`src/rtl/iq_lo_ctrl.sv`:
```
// Quadrature LO sequencer: steps cos/sin through four quarter phases with a
// programmable hold, counts LO periods and ends a run on length, stop or reset.
module iq_lo_ctrl #(
    parameter int DIV_W = 4,
    parameter int CNT_W = 16
) (
    input  logic              clk,
    input  logic              resetn,
    input  logic [DIV_W-1:0]  cfg_div,
    input  logic [CNT_W-1:0]  cfg_len,
    input  logic              start,
    input  logic              stop,
    input  logic              sync,
    output logic signed [1:0] cosine_out,
    output logic signed [1:0] sine_out,
    output logic              phase_strobe,
    output logic              busy,
    output logic              done,
    output logic [CNT_W-1:0]  period_cnt
);

    typedef enum logic [1:0] {IDLE, RUN, FINISH} state_t;

    state_t            state, state_nx;
    logic [1:0]        q, q_nx;
    logic [DIV_W-1:0]  hold, hold_nx;
    logic [DIV_W-1:0]  div_l, div_nx;
    logic [CNT_W-1:0]  len_l, len_nx;
    logic [CNT_W-1:0]  cnt_nx, cnt_inc;
    logic              strobe_nx;
    logic              last_hold, len_end;
    logic signed [1:0] cos_nx, sin_nx;

    assign cnt_inc   = period_cnt + CNT_W'(1);
    assign last_hold = (hold == div_l - DIV_W'(1));
    // Natural end only on the 3->0 wrap that reaches the programmed length.
    assign len_end   = last_hold && (q == 2'd3) && (len_l != '0) && (cnt_inc == len_l);

    // NOTE: every signal written here gets a default first, so no path can infer a latch.
    always_comb begin
        state_nx  = state;
        q_nx      = q;
        hold_nx   = hold;
        div_nx    = div_l;
        len_nx    = len_l;
        cnt_nx    = period_cnt;
        strobe_nx = 1'b0;
        case (state)
            IDLE: begin
                if (start) begin
                    div_nx   = (cfg_div == '0) ? DIV_W'(1) : cfg_div;
                    len_nx   = cfg_len;
                    cnt_nx   = '0;
                    hold_nx  = '0;
                    q_nx     = 2'd0;
                    state_nx = RUN;
                end
            end
            RUN: begin
                if (stop) begin
                    state_nx = FINISH;
                    q_nx     = 2'd0;
                    hold_nx  = '0;
                end else if (len_end) begin
                    state_nx = FINISH;
                    q_nx     = 2'd0;
                    hold_nx  = '0;
                    cnt_nx   = cnt_inc;
                end else if (sync) begin
                    hold_nx   = '0;
                    q_nx      = 2'd0;
                    strobe_nx = (q != 2'd0);
                end else if (last_hold) begin
                    hold_nx   = '0;
                    q_nx      = q + 2'd1;
                    strobe_nx = 1'b1;
                    if (q == 2'd3) cnt_nx = cnt_inc;
                end else begin
                    hold_nx = hold + DIV_W'(1);
                end
            end
            FINISH: begin
                state_nx = IDLE;
                q_nx     = 2'd0;
                hold_nx  = '0;
            end
            default: begin
                state_nx = IDLE;
                q_nx     = 2'd0;
                hold_nx  = '0;
            end
        endcase
    end

    // Outputs are registered, so decode from the next phase rather than the current one.
    always_comb begin
        cos_nx = 2'sb00;
        sin_nx = 2'sb00;
        case (q_nx)
            2'd0:    cos_nx = 2'sb01;
            2'd1:    sin_nx = 2'sb01;
            2'd2:    cos_nx = 2'sb11;
            default: sin_nx = 2'sb11;
        endcase
    end

    // NOTE: sequential state uses non-blocking assignments so all registers update together.
    always_ff @(posedge clk or negedge resetn) begin
        if (!resetn) begin
            state        <= IDLE;
            q            <= 2'd0;
            hold         <= '0;
            div_l        <= DIV_W'(1);
            len_l        <= '0;
            cosine_out   <= 2'sb01;
            sine_out     <= 2'sb00;
            phase_strobe <= 1'b0;
            busy         <= 1'b0;
            done         <= 1'b0;
            period_cnt   <= '0;
        end else begin
            state        <= state_nx;
            q            <= q_nx;
            hold         <= hold_nx;
            div_l        <= div_nx;
            len_l        <= len_nx;
            cosine_out   <= cos_nx;
            sine_out     <= sin_nx;
            phase_strobe <= strobe_nx;
            busy         <= (state_nx == RUN);
            done         <= (state_nx == FINISH);
            period_cnt   <= cnt_nx;
        end
    end

endmodule
```
`config.mk`:
```
export PLATFORM = sky130hd
export DESIGN_NAME = iq_lo_ctrl
export DESIGN_NICKNAME = d
export VERILOG_FILES = /design/src/rtl/iq_lo_ctrl.sv
export SDC_FILE = /design/constraint.sdc
export NUM_CORES = 1
export LEC_CHECK = 0
export CORE_ASPECT_RATIO = 0.5
export CORE_MARGIN = 8
export CORE_UTILIZATION = 45
export CTS_CLUSTER_DIAMETER = 50
export DETAILED_ROUTE_END_ITERATION = 12
export GPL_TIMING_DRIVEN = 0
export PLACE_DENSITY = 0.7
export SYNTH_ARGS = -nofsm -noshare
export SYNTH_HDL_FRONTEND = slang
export SYNTH_SLANG_ARGS = --single-unit
```
`constraint.sdc`:
```
create_clock -name clk -period 2.85 [get_ports clk]
set_input_delay 0.57 -clock clk [delete_from_list [all_inputs] [get_ports clk]]
set_output_delay 0.57 -clock clk [all_outputs]
set_load 0.01 [all_outputs]
```
==> results of run 1 <==
## through the flow
step	TNS [ns]	utilization [%]
after floorplan	0	-
after global placement	-22.33	56.8
after detailed placement	-7.71	57.1
after CTS	-0.0384	63.1
after global routing	-0.113	66.2
final	0	66.2
## power groups by stage
stage               logic [mW]  registers [mW]  clock network [mW]
finish                   0.882            1.04               0.614
global route             0.967            1.05               0.651
CTS                      0.811            1.03               0.626
detailed placement       0.771            1.04                   0
global placement         0.753            1.04                   0
floorplan                0.560           0.986                   0
## kinds of logic after synthesis
group / after synthesis / share of synthesized area, %
AO/OA/AOI/OAI: 68 / 14.2
XOR/XNOR: 28 / 8.36
adder cells (fa/ha/maj): 5 / 2.13
buffers and inverters: 29 / 4.39
flip-flops: 51 / 43.6
multiplexers: 5 / 1.75
AND/OR/NAND/NOR: 156 / 25.6
## cell usage after synthesis (3+ instances only)
| cell type | instances |
|---|---|
| sky130_fd_sc_hd__mux2i_1 | 4 |
| sky130_fd_sc_hd__nor2_1 | 11 |
| sky130_fd_sc_hd__ha_1 | 5 |
| sky130_fd_sc_hd__nor4_1 | 8 |
| sky130_fd_sc_hd__nand3_1 | 14 |
| sky130_fd_sc_hd__nor3_1 | 5 |
| sky130_fd_sc_hd__inv_1 | 13 |
| sky130_fd_sc_hd__nand2b_1 | 8 |
| sky130_fd_sc_hd__clkbuf_1 | 10 |
| sky130_fd_sc_hd__nand4_1 | 6 |
| sky130_fd_sc_hd__a21oi_1 | 7 |
| sky130_fd_sc_hd__o21ai_1 | 9 |
| sky130_fd_sc_hd__dfrtp_1 | 49 |
| sky130_fd_sc_hd__xor2_1 | 5 |
| sky130_fd_sc_hd__nand2_1 | 89 |
| sky130_fd_sc_hd__and3_1 | 3 |
| sky130_fd_sc_hd__o31ai_1 | 12 |
| sky130_fd_sc_hd__buf_2 | 4 |
| sky130_fd_sc_hd__o21ai_0 | 26 |
| sky130_fd_sc_hd__xnor2_1 | 23 |
## worst max-delay path by stage
stage / startpoint / to / cells past startpoint
CTS: period_cnt[1] / period_cnt[5] / 11
finish: period_cnt[0] / period_cnt[6] / 12
global placement: period_cnt[0] / period_cnt[13] / 10
global route: state[0] / cosine_out[1] / 8
detailed placement: period_cnt[0] / period_cnt[6] / 10
floorplan: period_cnt[0] / period_cnt[11] / 11
## cell type report
cell class | count | area [um2]
buffer | 15 | 108
multi-input combinational | 262 | 1770
timing repair buffer | 66 | 624
clock inverter | 2 | 16.3
tap | 88 | 110
sequential | 51 | 1290
fill | 537 | 2090
clock buffer | 6 | 129
inverter | 13 | 48.8
## routing by layer
layer	share of wire, %	vias up	global-route usage (%)	wire length [um]
li1	-	1325	-	-
met1	45	1373	26.1	4100
met2	46	96	30.3	4140
met3	7.4	11	4.66	670
met4	1.2	0	5.36	108
met5	0	-	0	0
## flip-flops by register name (all words and copies together), names as in the netlist
signal,cells
done,1
len_l,16
sine_out,2
busy,1
cosine_out,2
hold,4
q,2
period_cnt,16
div_l,4
phase_strobe,1
state,2
## what timing repair did
action | CTS | global route
buffers inserted | 16 | 2
pin swaps | 7 | 16
resized for setup | 26 | 42
endpoints found under the setup margin | 22 | 17
endpoints found under the hold margin | 0 | 0
==> results.sh, run 1 <==
export IMPL_largest_net_degree_at_the_start_of_global_routing=38
export IMPL_maximum_fanout_along_the_worst_path=10
export IMPL_antenna_found_initial=0
export IMPL_die_width_um=130
export IMPL_pwr_share_clk_pct=24.3
export IMPL_combinationalPowerShare_pct=34.8
export IMPL_maxSlewViolCount=0
export IMPL_cts_buffers=5
export IMPL_number_of_synthesized_flops_with_an_enable_pin=0
export IMPL_detailed_place_area_mm2=0.00353
export IMPL_syn_avg_cell_area_um2=8.58
export IMPL_power_per_cell_area_mw_per_mm2=619
export IMPL_crit_path_most_repeated_cell="sky130_fd_sc_hd__buf_4"
export IMPL_synth_largest_area_cell="sky130_fd_sc_hd__dfrtp_1"
export IMPL_least_margin_pin_slew_ns=0.636
export IMPL_cts_root_buf="sky130_fd_sc_hd__clkbuf_16"
export IMPL_grt_first_pass_wirelength_um=14300
export IMPL_timing_critical_path_buf_inv=4
export IMPL_clk_insertion_delay_late_ns=0.30
export IMPL_timing_hold_ws_ns=0.169
export IMPL_via_per_inst=5.58
export IMPL_clkTransAtPathRegs_ns=0.07
export IMPL_drt_drc_violations_left=0
export IMPL_critPathTopFamily="simple AND/OR/NAND/NOR gates"
export IMPL_cts_tree="built"
export IMPL_timing_critical_path_from_type="flip-flop"
export IMPL_reg2regPathDepth=12
export IMPL_worst_path_max_delay_cell="sky130_fd_sc_hd__dfrtp_2"
export IMPL_finalPower_mw=2.53
export IMPL_io_buffers=47
export IMPL_run_status="complete, no violations"
export IMPL_final_min_period_over_clock_period_pct=96.5
export IMPL_share_seq_of_total_power_pct=40.9
export IMPL_timing_critical_path_arrival_ns=2.95
export IMPL_dr_first_iter_drc_count=297
export IMPL_leading_cell_type_in_the_layout_fill_and_taps_excluded="sky130_fd_sc_hd__nand2_1"
export IMPL_final_standard_cell_count_with_taps_included_and_fillers_excluded=503
export IMPL_diodes=0
export IMPL_fin_worst_skew_ns=0.00575
export IMPL_drt_antenna_violating_nets=0
export IMPL_area_growth_pct=39.6
export IMPL_async_reset_ff_share_pct=100
export IMPL_dominantRegCellSynth="sky130_fd_sc_hd__dfrtp_1"
export IMPL_synthesis_area_mm2=0.00293
export IMPL_vias=2805
export IMPL_switchingPower_mw=0.949
export IMPL_congestion_overflow_gr=0
export IMPL_max_cap_viol_count=0
export IMPL_synth_area_top_cells="sky130_fd_sc_hd__dfrtp_1, sky130_fd_sc_hd__nand2_1, sky130_fd_sc_hd__xnor2_1"
export IMPL_crit_reg2reg_launch="period_cnt[0]"
export IMPL_syn_inst=342
export IMPL_vias_in_the_first_global_route=2791
export IMPL_headroom_to_the_max_slew_limit_pct=57.2
export IMPL_finish_instance_area_mm2=0.00409
export IMPL_mapped_nets=372
export IMPL_synth_yosys_warnings=0
export IMPL_die_area_mm2=0.00951
export IMPL_post_drt_wl_per_cell_um=17.9
export IMPL_final_setup_viol_count=0
export IMPL_cts_hold_buf=0
export IMPL_drt_pre_antenna_iters=5
export IMPL_cell_internal_pwr_mw=1.58
export IMPL_place_detailed_instances=478
export IMPL_endpoint_kind_of_the_worst_setup_timing_path="flip-flop"
export IMPL_crit_type="reg -> reg"
export IMPL_initial_cell_density_of_the_core_pct=47.4
export IMPL_io_pin_count=48
export IMPL_place_gp_congestion=0.916
export IMPL_cts_htree_levels=2
export IMPL_finalNetCount=444
export IMPL_core_area_mm2=0.00618
export IMPL_irDropWorstVdd_mv=0.414
export IMPL_hold_viol=0
export IMPL_synth_seq_cells=51
export IMPL_share_of_final_layout_standard_cells_stronger_than_drive_strength_1_pct=19.8
export IMPL_detailed_place_hpwl_um=6410
export IMPL_timing_critical_path_slowest_cell_delay_ns=0.43
export IMPL_worst_reg2reg_setup_slack_ns=0.10
export IMPL_cellLeakagePower_nw=1.77
export IMPL_netlist_area_leader_share_pct=41.8
export IMPL_reg2reg_to="period_cnt[6]"
export IMPL_grtUsageTotal_pct=19.4
export IMPL_dp_worst_setup_slack_ns=-0.522
export IMPL_final_critical_path_setup_slack_ns=0.100
export IMPL_synth_lib_cells_used_distinct=43
export IMPL_synth_seq_area_share_pct=43.6
export IMPL_cts_max_path_buffers=2
export IMPL_p_sw_share_pct=37.5
export IMPL_most_used_cells_in_the_layout_excluding_fill_and_tap_cells="sky130_fd_sc_hd__nand2_1, sky130_fd_sc_hd__clkdlybuf4s50_1, sky130_fd_sc_hd__dfrtp_1"
export IMPL_required_ns=3.05
export IMPL_rows=20
export IMPL_max_freq_mhz=364
export IMPL_final_min_clock_period_ns=2.75
export IMPL_hold_class="in -> async"
export IMPL_wirelength_um=9020
export IMPL_chipHeight_um=73.1
export IMPL_tritoncts_num_sinks=51
export IMPL_crit_path_cell_trace="buf_4 > buf_4 > and4_1 > nand2_1 > o22ai_1 > nor4_2 > and4b_2 > nand2_2 > a21o_1 > buf_6 > buf_12 > o31ai_2"
Note: power is estimated with default switching activity, not from simulation.
==> run 2: changes to the inputs <==
--- a/config.mk
+++ b/config.mk
@@ -5,7 +5,7 @@
 export SDC_FILE = /design/constraint.sdc
 export NUM_CORES = 1
 export LEC_CHECK = 0
-export CORE_ASPECT_RATIO = 0.5
+export CORE_ASPECT_RATIO = 0.9
 export CORE_MARGIN = 8
 export CORE_UTILIZATION = 45
 export CTS_CLUSTER_DIAMETER = 50
==> run 2 against run 1 <==
  * Clock-buffer cell count grew 1
  * Final area shrank 6.5%
  * Sequential power is essentially flat
  * Die area shrank 1.6%
  * Sequential share of layout area grew 2.1 points
  * Combinational power shrank 12%
  * Highest routed layer unchanged
==> results.sh, run 2 (same netlist as run 1, synthesis figures left out) <==
export IMPL_finalNetCount=434
export IMPL_crit_path_cell_trace="buf_2 > nand4_1 > buf_4 > nor2_4 > nor3b_1 > a2111oi_1 > and4b_2 > nand2_2 > a21o_1 > buf_6 > buf_6 > o31ai_1"
export IMPL_rows=28
export IMPL_chipHeight_um=92.6
export IMPL_max_freq_mhz=372
export IMPL_place_detailed_instances=480
export IMPL_timing_hold_ws_ns=0.208
export IMPL_wirelength_um=7500
export IMPL_final_standard_cell_count_with_taps_included_and_fillers_excluded=495
export IMPL_timing_critical_path_arrival_ns=2.90
export IMPL_vias_in_the_first_global_route=2637
export IMPL_dr_first_iter_drc_count=154
export IMPL_timing_critical_path_from_type="flip-flop"
export IMPL_final_min_period_over_clock_period_pct=94.2
export IMPL_finalPower_mw=2.29
export IMPL_grt_first_pass_wirelength_um=12600
export IMPL_die_area_mm2=0.00936
export IMPL_share_of_final_layout_standard_cells_stronger_than_drive_strength_1_pct=12.6
export IMPL_globalRouteMet2Util_pct=25.9
export IMPL_congestion_overflow_gr=0
export IMPL_run_status="complete, no violations"
export IMPL_hold_class="in -> async"
export IMPL_tritoncts_num_sinks=51
export IMPL_most_used_cells_in_the_layout_excluding_fill_and_tap_cells="sky130_fd_sc_hd__nand2_1, sky130_fd_sc_hd__dfrtp_1, sky130_fd_sc_hd__clkdlybuf4s50_1"
export IMPL_io_pin_count=48
export IMPL_crit_path_most_repeated_cell="sky130_fd_sc_hd__buf_6"
export IMPL_finish_instance_area_mm2=0.00383
export IMPL_worst_path_max_delay_cell="sky130_fd_sc_hd__a2111oi_1"
export IMPL_worst_reg2reg_setup_slack_ns=0.16
export IMPL_final_min_clock_period_ns=2.69
export IMPL_globalRouteMet1Util_pct=22.6
export IMPL_gr_usage_met3_pct=3.00
export IMPL_final_setup_tns_ns=0
export IMPL_crit_type="reg -> reg"
export IMPL_detailed_place_area_mm2=0.00353
export IMPL_die_width_um=101
export IMPL_diodes=0
export IMPL_core_area_mm2=0.00645
export IMPL_place_gp_congestion=1.03
export IMPL_timing_critical_path_buf_inv=4
export IMPL_max_cap_viol_count=0
export IMPL_detailed_place_hpwl_um=5670
export IMPL_cts_tree="built"
export IMPL_initial_cell_density_of_the_core_pct=45.5
export IMPL_largest_net_degree_at_the_start_of_global_routing=33
export IMPL_drt_antenna_violating_nets=0
export IMPL_clkTransAtPathRegs_ns=0.09
export IMPL_maximum_fanout_along_the_worst_path=10
export IMPL_dp_worst_setup_slack_ns=-0.351
export IMPL_grt_setup_unrepaired="false"
export IMPL_drt_drc_violations_left=0
export IMPL_cts_max_path_buffers=2
export IMPL_io_buffers=47
export IMPL_grtUsageTotal_pct=16.6
export IMPL_maxSlewViolCount=0
export IMPL_timing_critical_path_slowest_cell_delay_ns=0.41
export IMPL_cellLeakagePower_nw=1.65
export IMPL_final_setup_viol_count=0
export IMPL_irDropWorstVdd_mv=0.348
export IMPL_reg2regPathDepth=12
export IMPL_vias=2667
export IMPL_crit_reg2reg_launch="period_cnt[2]"
export IMPL_cts_buffers=5
export IMPL_post_drt_wl_per_cell_um=15.2
export IMPL_finish_utilization_pct=59.4
export IMPL_gr_max_usage_layer="met2"
export IMPL_biggestRegsByFlops="len_l x16, period_cnt x16"
export IMPL_antenna_found_initial=0
export IMPL_required_ns=3.06
export IMPL_final_critical_path_setup_slack_ns=0.165
export IMPL_cts_htree_levels=2
export IMPL_critPathTopFamily="compound AO/OA/AOI/OAI gates"
export IMPL_leading_cell_type_in_the_layout_fill_and_taps_excluded="sky130_fd_sc_hd__nand2_1"
export IMPL_hold_viol=0
export IMPL_fin_worst_skew_ns=0.00913
export IMPL_multi_input_comb_area_mm2=0.00164
export IMPL_fillers=580
export IMPL_drt_pre_antenna_iters=4
export IMPL_headroom_to_the_max_slew_limit_pct=54.4
export IMPL_power_per_cell_area_mw_per_mm2=598
export IMPL_reg2reg_to="period_cnt[9]"
export IMPL_area_growth_pct=30.5
export IMPL_clk_insertion_delay_late_ns=0.30
export IMPL_cts_root_buf="sky130_fd_sc_hd__clkbuf_8"
export IMPL_endpoint_kind_of_the_worst_setup_timing_path="flip-flop"
export IMPL_area_sequential_mm2=0.00128
export IMPL_via_per_inst=5.39
export IMPL_least_margin_pin_slew_ns=0.679
## run 2: changes by cell type in the layout (fill, tap and decap cells not counted), moves of 3 or more
| cell | change |
|---|---|
| sky130_fd_sc_hd__o21ai_2 | -3 |
| sky130_fd_sc_hd__o31ai_2 | -3 |
| sky130_fd_sc_hd__dfrtp_1 | +4 |
| sky130_fd_sc_hd__o31ai_4 | -3 |
| sky130_fd_sc_hd__o31ai_1 | +6 |
| sky130_fd_sc_hd__dfrtp_2 | -4 |
| sky130_fd_sc_hd__clkbuf_16 | -5 |
| sky130_fd_sc_hd__buf_4 | -8 |
| sky130_fd_sc_hd__clkbuf_8 | +5 |
## run 2: metal layers
metal | share of wire [%] | routed length, um
met5 | 0 | 0
met4 | 1.3 | 99
met3 | 5.4 | 403
met2 | 46 | 3470
met1 | 47 | 3530
## run 2: worst max path at each step
stage / cells past startpoint / slack [ns] / end / from
after floorplan: 11 / 0.14 / period_cnt[11] / period_cnt[0]
after global placement: 10 / -0.38 / period_cnt[13] / period_cnt[0]
after detailed placement: 10 / -0.35 / period_cnt[13] / period_cnt[0]
after CTS: 11 / 0.02 / period_cnt[13] / period_cnt[0]
after global routing: 13 / 0.02 / period_cnt[9] / period_cnt[2]
final: 12 / 0.16 / period_cnt[9] / period_cnt[2]
## run 2: final cells by class
| class | count | area share [%] |
|---|---|---|
| multi-input cells | 262 | 42.9 |
| clock inverters | 1 | 0.785 |
| clock buffers | 7 | 1.99 |
| plain buffers | 15 | 2.32 |
| well taps | 90 | 2.94 |
| flip-flops and latches | 51 | 33.5 |
| inverters | 13 | 1.28 |
| repair buffers | 56 | 14.3 |
## run 2: worst register-to-register path, delay by kind of cell (launching register included)
family          cells  cell delay (ns)
flops               1             0.35
simple gates        5             0.78
compound gates      3             0.80
buf+inv             4             0.67
## run 2: where the power goes
group          internal (mW)  switching, mW  total [mW]
registers              0.865          0.150        1.02
logic                  0.348          0.431       0.780
clock network          0.263          0.231       0.494
## run 2: what timing repair did
action,CTS,global route
hold buffers,0,0
gates cloned,0,0
buffers inserted,4,4
resized for setup,19,17
setup endpoints to repair,19,21
pin swaps,3,6
